--- config.mk ---
export PLATFORM = sky130hd
export DESIGN_NAME = vga_console_m
export DESIGN_NICKNAME = d
export VERILOG_FILES = /design/src/rtl/vga_pkg.sv /design/src/rtl/vga_console_m.sv
export SDC_FILE = /design/constraint.sdc
export NUM_CORES = 1
export LEC_CHECK = 0
export CAP_MARGIN = 0
export CORE_MARGIN = 8
export CORE_UTILIZATION = 55
export CTS_CLUSTER_SIZE = 25
export DETAILED_ROUTE_END_ITERATION = 12
export PLACE_DENSITY_LB_ADDON = 0.1
export SLEW_MARGIN = 15
export SYNTH_ARGS = -nofsm -noshare
export SYNTH_HDL_FRONTEND = slang
export SYNTH_SLANG_ARGS = --single-unit
--- constraint.sdc ---
create_clock -name i_clk -period 4.2 [get_ports i_clk]
set_input_delay 0.84 -clock i_clk [delete_from_list [all_inputs] [get_ports i_clk]]
set_output_delay 0.84 -clock i_clk [all_outputs]
set_load 0.1 [all_outputs]
--- src/rtl/vga_pkg.sv ---
// Shared geometry, control codes and state encoding for the 80x60 text console.
// Text memory holds two 16-bit cells per 32-bit word, 40 words per row.
package vga_pkg;

  localparam logic [6:0]  VGA_COLS      = 7'd80;
  localparam logic [5:0]  VGA_ROWS      = 6'd60;
  localparam logic [11:0] WORDS_PER_ROW = 12'd40;
  localparam logic [11:0] TEXT_WORDS    = 12'd2400;

  localparam logic [7:0] DEFAULT_ATTR = 8'h07;
  localparam logic [7:0] BLANK_CHAR   = 8'h20;

  localparam logic [7:0] ASCII_CR  = 8'h0D;
  localparam logic [7:0] ASCII_LF  = 8'h0A;
  localparam logic [7:0] ASCII_BS  = 8'h08;
  localparam logic [7:0] ASCII_TAB = 8'h09;

  typedef enum logic [1:0] {
    IDLE    = 2'd0,
    CLR_ROW = 2'd1,
    CLR_ALL = 2'd2
  } console_state_e;

  // Two cells share a word, so the column contributes only its upper bits.
  function automatic logic [11:0] cell_addr(input logic [5:0] row, input logic [6:0] col);
    return ({6'd0, row} * WORDS_PER_ROW) + ({5'd0, col} >> 1);
  endfunction

endpackage

--- src/rtl/vga_console_m.sv ---
// Byte-stream console front end: cursor tracking, control codes and
// row/screen clears written into the text memory port of the VGA driver.
module vga_console_m
  import vga_pkg::*;
(
  input  logic        i_clk,
  input  logic        i_rst,
  input  logic        i_valid,
  input  logic [7:0]  i_data,
  output logic        o_ready,
  input  logic        i_clear,
  input  logic        i_attr_we,
  input  logic [7:0]  i_attr,
  output logic [3:0]  o_vga_mem_we,
  output logic [11:0] o_vga_mem_waddr,
  output logic [31:0] o_vga_mem_wdata,
  output logic [6:0]  o_cursor_col,
  output logic [5:0]  o_cursor_row,
  output logic        o_busy
);

  console_state_e state_q, state_d;
  logic [11:0] clrCnt_q, clrCnt_d;
  logic [6:0]  col_q, col_d;
  logic [5:0]  row_q, row_d;
  logic [7:0]  attr_q, attr_d;
  logic [7:0]  clrAttr_q, clrAttr_d;
  logic [3:0]  memWe_q, memWe_d;
  logic [11:0] memAddr_q, memAddr_d;
  logic [31:0] memData_q, memData_d;

  logic        rowAdvance;
  logic        glyphWrite;
  logic [5:0]  nextRow;
  logic [6:0]  tabCol;

  always_ff @(posedge i_clk) begin
    if (i_rst) begin
      state_q   <= CLR_ALL;
      clrCnt_q  <= '0;
      col_q     <= '0;
      row_q     <= '0;
      attr_q    <= DEFAULT_ATTR;
      clrAttr_q <= DEFAULT_ATTR;
      memWe_q   <= '0;
      memAddr_q <= '0;
      memData_q <= '0;
    end else begin
      state_q   <= state_d;
      clrCnt_q  <= clrCnt_d;
      col_q     <= col_d;
      row_q     <= row_d;
      attr_q    <= attr_d;
      clrAttr_q <= clrAttr_d;
      memWe_q   <= memWe_d;
      memAddr_q <= memAddr_d;
      memData_q <= memData_d;
    end
  end

  always_comb begin
    state_d    = state_q;
    clrCnt_d   = clrCnt_q;
    col_d      = col_q;
    row_d      = row_q;
    clrAttr_d  = clrAttr_q;
    memWe_d    = 4'h0;
    memAddr_d  = memAddr_q;
    memData_d  = memData_q;
    rowAdvance = 1'b0;
    glyphWrite = 1'b0;
    attr_d     = i_attr_we ? i_attr : attr_q;
    nextRow    = (row_q == VGA_ROWS - 6'd1) ? 6'd0 : row_q + 6'd1;
    tabCol     = (col_q | 7'd7) + 7'd1;

    case (state_q)
      IDLE: begin
        if (i_clear) begin
          state_d   = CLR_ALL;
          clrCnt_d  = '0;
          clrAttr_d = attr_q;
        end else if (i_valid) begin
          case (i_data)
            ASCII_CR: col_d = '0;
            ASCII_LF: begin
              col_d      = '0;
              rowAdvance = 1'b1;
            end
            ASCII_BS: begin
              if (col_q != 7'd0) col_d = col_q - 7'd1;
            end
            ASCII_TAB: begin
              if (tabCol == VGA_COLS) begin
                col_d      = '0;
                rowAdvance = 1'b1;
              end else begin
                col_d = tabCol;
              end
            end
            default: begin
              glyphWrite = 1'b1;
              memWe_d    = col_q[0] ? 4'b1100 : 4'b0011;
              memAddr_d  = cell_addr(row_q, col_q);
              memData_d  = {attr_q, i_data, attr_q, i_data};
              if (col_q == VGA_COLS - 7'd1) begin
                col_d      = '0;
                rowAdvance = 1'b1;
              end else begin
                col_d = col_q + 7'd1;
              end
            end
          endcase

          // Without a glyph occupying the write slot, the first clear word goes out immediately.
          if (rowAdvance) begin
            row_d     = nextRow;
            state_d   = CLR_ROW;
            clrAttr_d = attr_q;
            if (glyphWrite) begin
              clrCnt_d = '0;
            end else begin
              memWe_d   = 4'hF;
              memAddr_d = cell_addr(nextRow, 7'd0);
              memData_d = {attr_q, BLANK_CHAR, attr_q, BLANK_CHAR};
              clrCnt_d  = 12'd1;
            end
          end
        end
      end

      CLR_ROW: begin
        memWe_d   = 4'hF;
        memAddr_d = cell_addr(row_q, 7'd0) + clrCnt_q;
        memData_d = {clrAttr_q, BLANK_CHAR, clrAttr_q, BLANK_CHAR};
        clrCnt_d  = clrCnt_q + 12'd1;
        if (clrCnt_q == WORDS_PER_ROW - 12'd1) begin
          state_d  = IDLE;
          clrCnt_d = '0;
        end
      end

      CLR_ALL: begin
        memWe_d   = 4'hF;
        memAddr_d = clrCnt_q;
        memData_d = {clrAttr_q, BLANK_CHAR, clrAttr_q, BLANK_CHAR};
        clrCnt_d  = clrCnt_q + 12'd1;
        if (clrCnt_q == TEXT_WORDS - 12'd1) begin
          state_d  = IDLE;
          clrCnt_d = '0;
          col_d    = '0;
          row_d    = '0;
        end
      end

      default: begin
        state_d  = CLR_ALL;
        clrCnt_d = '0;
      end
    endcase
  end

  assign o_ready         = (state_q == IDLE);
  assign o_busy          = (state_q != IDLE);
  assign o_vga_mem_we    = memWe_q;
  assign o_vga_mem_waddr = memAddr_q;
  assign o_vga_mem_wdata = memData_q;
  assign o_cursor_col    = col_q;
  assign o_cursor_row    = row_q;

endmodule

==> out/qor.yml <==
floorplan:
  io_pins: 84
  die-area_um2: 13900
  die_height_um: 118
  die_w_um: 118
  num_rows: 37
  core_area_um2: 10200
  start_util_pct: 56.0
grt:
  gr-usage-all-layers_pct: 24.0
  grt_overflow: 0
  grt_first_pass_wirelength_um: 28200
  grt_pass1_vias: 5542
  antenna_found_initial: 0
  grt_max_degree: 41
pwr:
  p_int_w: 0.00135
  power.share.sequential_pct: 39.9
  p_per_area_nw_per_um2: 349
  p_sw_share_pct: 43.2
  p_leak_nw: 2.67
  pwr-share-comb_pct: 34.4
  p_clk_share_pct: 25.7
  switchingPower_w: 0.00103
  peakVddDrop_v: 0.000249
drt:
  wl_met1_um: 7500
  via_count: 5785
  first_pass_iters: 6
  drt-total-wl_um: 16900
  dr_wl_met2_um: 7770
  drt-initial-drc-count: 491
  drtAntennaViolNets: 0
  wl_per_cell_um: 18.5
  top_layer: "met4"
  route.met3.wl_um: 1290
  routed_via_density: 6.34
  remaining_drc_errors: 0
clock_tree:
  clockBufferDepth: 2
  post_cts_resized: 0
  cts_tree: "yes"
  cts_made_buffers: 9
  clk_latency_ns: 0.38
  postCtsSetupBuffers: 0
  clk_pin_slew_worst_paths_ns: 0.12
  cts_hold_repair.buffers: 0
  clock-sinks: 89
  root_buffer: "clkbuf_8"
  cts_max_level: 3
placed_design:
  dpl_cell_area_um2: 6640
  io_buffers: 83
  hpwl_um: 12600
  globalplace.congestion: 0.913
  pre_cts_slack_ns: 0.642
sta:
  rsz0062_at_grt: "false"
  worstMarginPinSlew_ns: 1.03
  hold_viol: 0
  tns_ns: 0
  setup_ws_ns: 0.853
  min_period_over_period_pct: 79.7
  final-setup-viol-count: 0
  skew_ns: 0.0180
  drv_slew: 0
  slew_headroom_pct: 30.7
  fin_crit_ns: 3.35
  clock.fmax_mhz: 299
yosys:
  yosys.area_share.adder_pct: 9.92
  synth_ff_type: "dfxtp_1"
  synth_area_um2: 5730
  synthMuxAreaShare_pct: 2.62
  synth_top_family_by_area: "compound AO/OA/AOI/OAI gates"
  ys_seq_area_share_pct: 31.1
  synth_compound_area_share_pct: 28.4
  syn_avg_cell_area_um2: 8.09
  synth-edff-count: 0
  synth_xor_xnor_area_share_pct: 3.67
  ys_seq_elements: 89
  ys_types: 73
  syn-num-nets: 772
  yosysWarnings: 0
  syn_inst: 708
  async_flop_share_pct: 0
  synthSimpleGateAreaFrac_pct: 19.2
setup_path:
  path_cells: "ha_1 -> nand2_1 -> nor3_1 -> buf_4 -> nor2_1 -> ha_1 -> ha_1 -> fa_1 -> a21oi_1 -> nor2_1 -> nor2_1 -> xnor2_1 -> nand2_1 -> a211oi_1"
  cpMaxStageDelayCell: "dfxtp_1"
  crit_type: "reg2reg"
  cp.required_ns: 4.48
  critPathMaxStageDelay_ns: 0.63
  crit_path_start_kind: "flop"
  crit_buf_inv: 1
  arrival_ns: 3.63
  cp_max_fo: 11
  endpoint_kind: "flop"
  cp_top_family: "adder cells"
finish:
  syn_to_final_growth_pct: 19.5
  n_fill_cell: 876
  final_area_um2: 6840
  fin_nets: 836
  antennaDiodeCount: 0
  drive_above_1_share_pct: 5.79
outcome:
  status: "finished, final reports clean"
job:
  drv_cap: 0
min_path:
  timing.hold.worst.class: "reg2reg"
through the flow:
stage	util (%)	hold WS (ns)	power (W)	cells
finish	66.9	0.462	0.00238	913
CTS	66.9	0.465	0.00239	913
global route	66.9	0.489	0.00248	913
floorplan	-	0.444	0.00158	708
global placement	64.9	0.442	0.00177	897
detailed placement	64.9	0.448	0.00178	897
power groups by stage:
stage | Combinational, W | Sequential [W] | Clock [W]
floorplan | 0.000288 | 0.00129 | 0
global placement | 0.000806 | 0.000966 | 0
detailed placement | 0.000815 | 0.000969 | 0
CTS | 0.000818 | 0.000949 | 0.000620
global route | 0.000860 | 0.000957 | 0.000660
finish | 0.000821 | 0.000950 | 0.000613
layer usage:
layer | global-route usage (%) | up-vias
li1 | - | 2752
met1 | 31.2 | 2751
met2 | 38.5 | 250
met3 | 5.13 | 32
met4 | 8.65 | 0
met5 | 0 | -
area by class of cell:
class	count	area, µm²	area share [%]
clock inverters	7	81.3	1.19
inverters	26	97.6	1.43
well taps	136	170	2.49
multi-input cells	549	3660	53.5
clock buffers	9	124	1.81
repair buffers	97	926	13.5
flip-flops and latches	89	1780	26.0
cells in the final DEF, fill, tap and decap left out, types with 5 or more instances in the layout:
cell type and count:
xor2_1 9, o211ai_1 15, nand3_1 29, nor3_1 18, clkbuf_8 9, nand4_1 5
a22oi_1 5, o31ai_1 5, o21ai_1 7, a32oi_1 7, nor4_1 5, o21ai_0 29
a211oi_1 15, or3_1 7, a31oi_1 8, nor2_1 56, o21a_1 21, xnor2_1 15
nand2b_1 5, o2bb2ai_1 8, ha_1 39, mux2i_1 15, a21o_1 10, nand2_1 67
inv_1 24, and3_1 5, dfxtp_1 89, a21oi_1 68, clkdlybuf4s50_1 80, buf_4 16
kinds of logic after synthesis:
| group | after synthesis |
|---|---|
| fa+ha+maj | 43 |
| compound gates | 241 |
| mux | 15 |
| xor+xnor | 24 |
| simple gates | 226 |
| buf+inv | 70 |
| flops | 89 |
sequential cells by signal, summed over array words and instances (netlist names):
signal and cells:
attr_q 8, o_cursor_row 6, state_q 2, clrCnt_q 12, clrAttr_q 8, o_vga_mem_waddr 12
o_cursor_col 7, o_vga_mem_we 2, o_vga_mem_wdata 32
worst reg2reg max path, cell delays in order (launching register included):
cell and delay [ns]:
dfxtp_1 0.63, ha_1 0.36, nand2_1 0.10, nor3_1 0.18, buf_4 0.19, nor2_1 0.09, ha_1 0.30, ha_1 0.22
fa_1 0.41, a21oi_1 0.17, nor2_1 0.05, nor2_1 0.11, xnor2_1 0.13, nand2_1 0.09, a211oi_1 0.22
synth_stat cells, drive strengths merged (4+ instances only):
| library cell | n | area, µm² |
|---|---|---|
| a211oi | 16 | 125 |
| a21o | 10 | 75.1 |
| a21oi | 69 | 349 |
| a221oi | 4 | 35.0 |
| a22oi | 5 | 37.5 |
| a31oi | 8 | 50.1 |
| a32oi | 7 | 61.3 |
| and3 | 6 | 38.8 |
| buf | 10 | 65.1 |
| clkbuf | 34 | 128 |
| dfxtp | 89 | 1780 |
| fa | 4 | 80.1 |
| ha | 39 | 488 |
| inv | 24 | 90.1 |
| mux2i | 15 | 150 |
| nand2 | 67 | 251 |
| nand2b | 5 | 31.3 |
| nand3 | 29 | 145 |
| nand4 | 5 | 31.3 |
| nor2 | 56 | 210 |
| nor3 | 18 | 90.1 |
| nor4 | 6 | 37.5 |
| o211ai | 15 | 113 |
| o21a | 21 | 158 |
| o21ai | 37 | 189 |
| o21bai | 4 | 30.0 |
| o221ai | 4 | 35.0 |
| o2bb2ai | 8 | 70.1 |
| o31ai | 5 | 37.5 |
| or3 | 7 | 43.8 |
| or4 | 5 | 41.3 |
| xnor2 | 15 | 131 |
| xor2 | 9 | 78.8 |
worst paths after layout:
path	to	cells after the start	from	slack [ns]
worst max-delay path	o_vga_mem_waddr[10]	14	o_cursor_row[0]	0.85
worst min-delay path	o_vga_mem_wdata[20]	2	o_vga_mem_wdata[20]	0.46
worst max register to register	o_vga_mem_waddr[10]	14	o_cursor_row[0]	0.85
worst min register to register	o_vga_mem_wdata[20]	2	o_vga_mem_wdata[20]	0.46
Power figures use the tool's default switching activity.
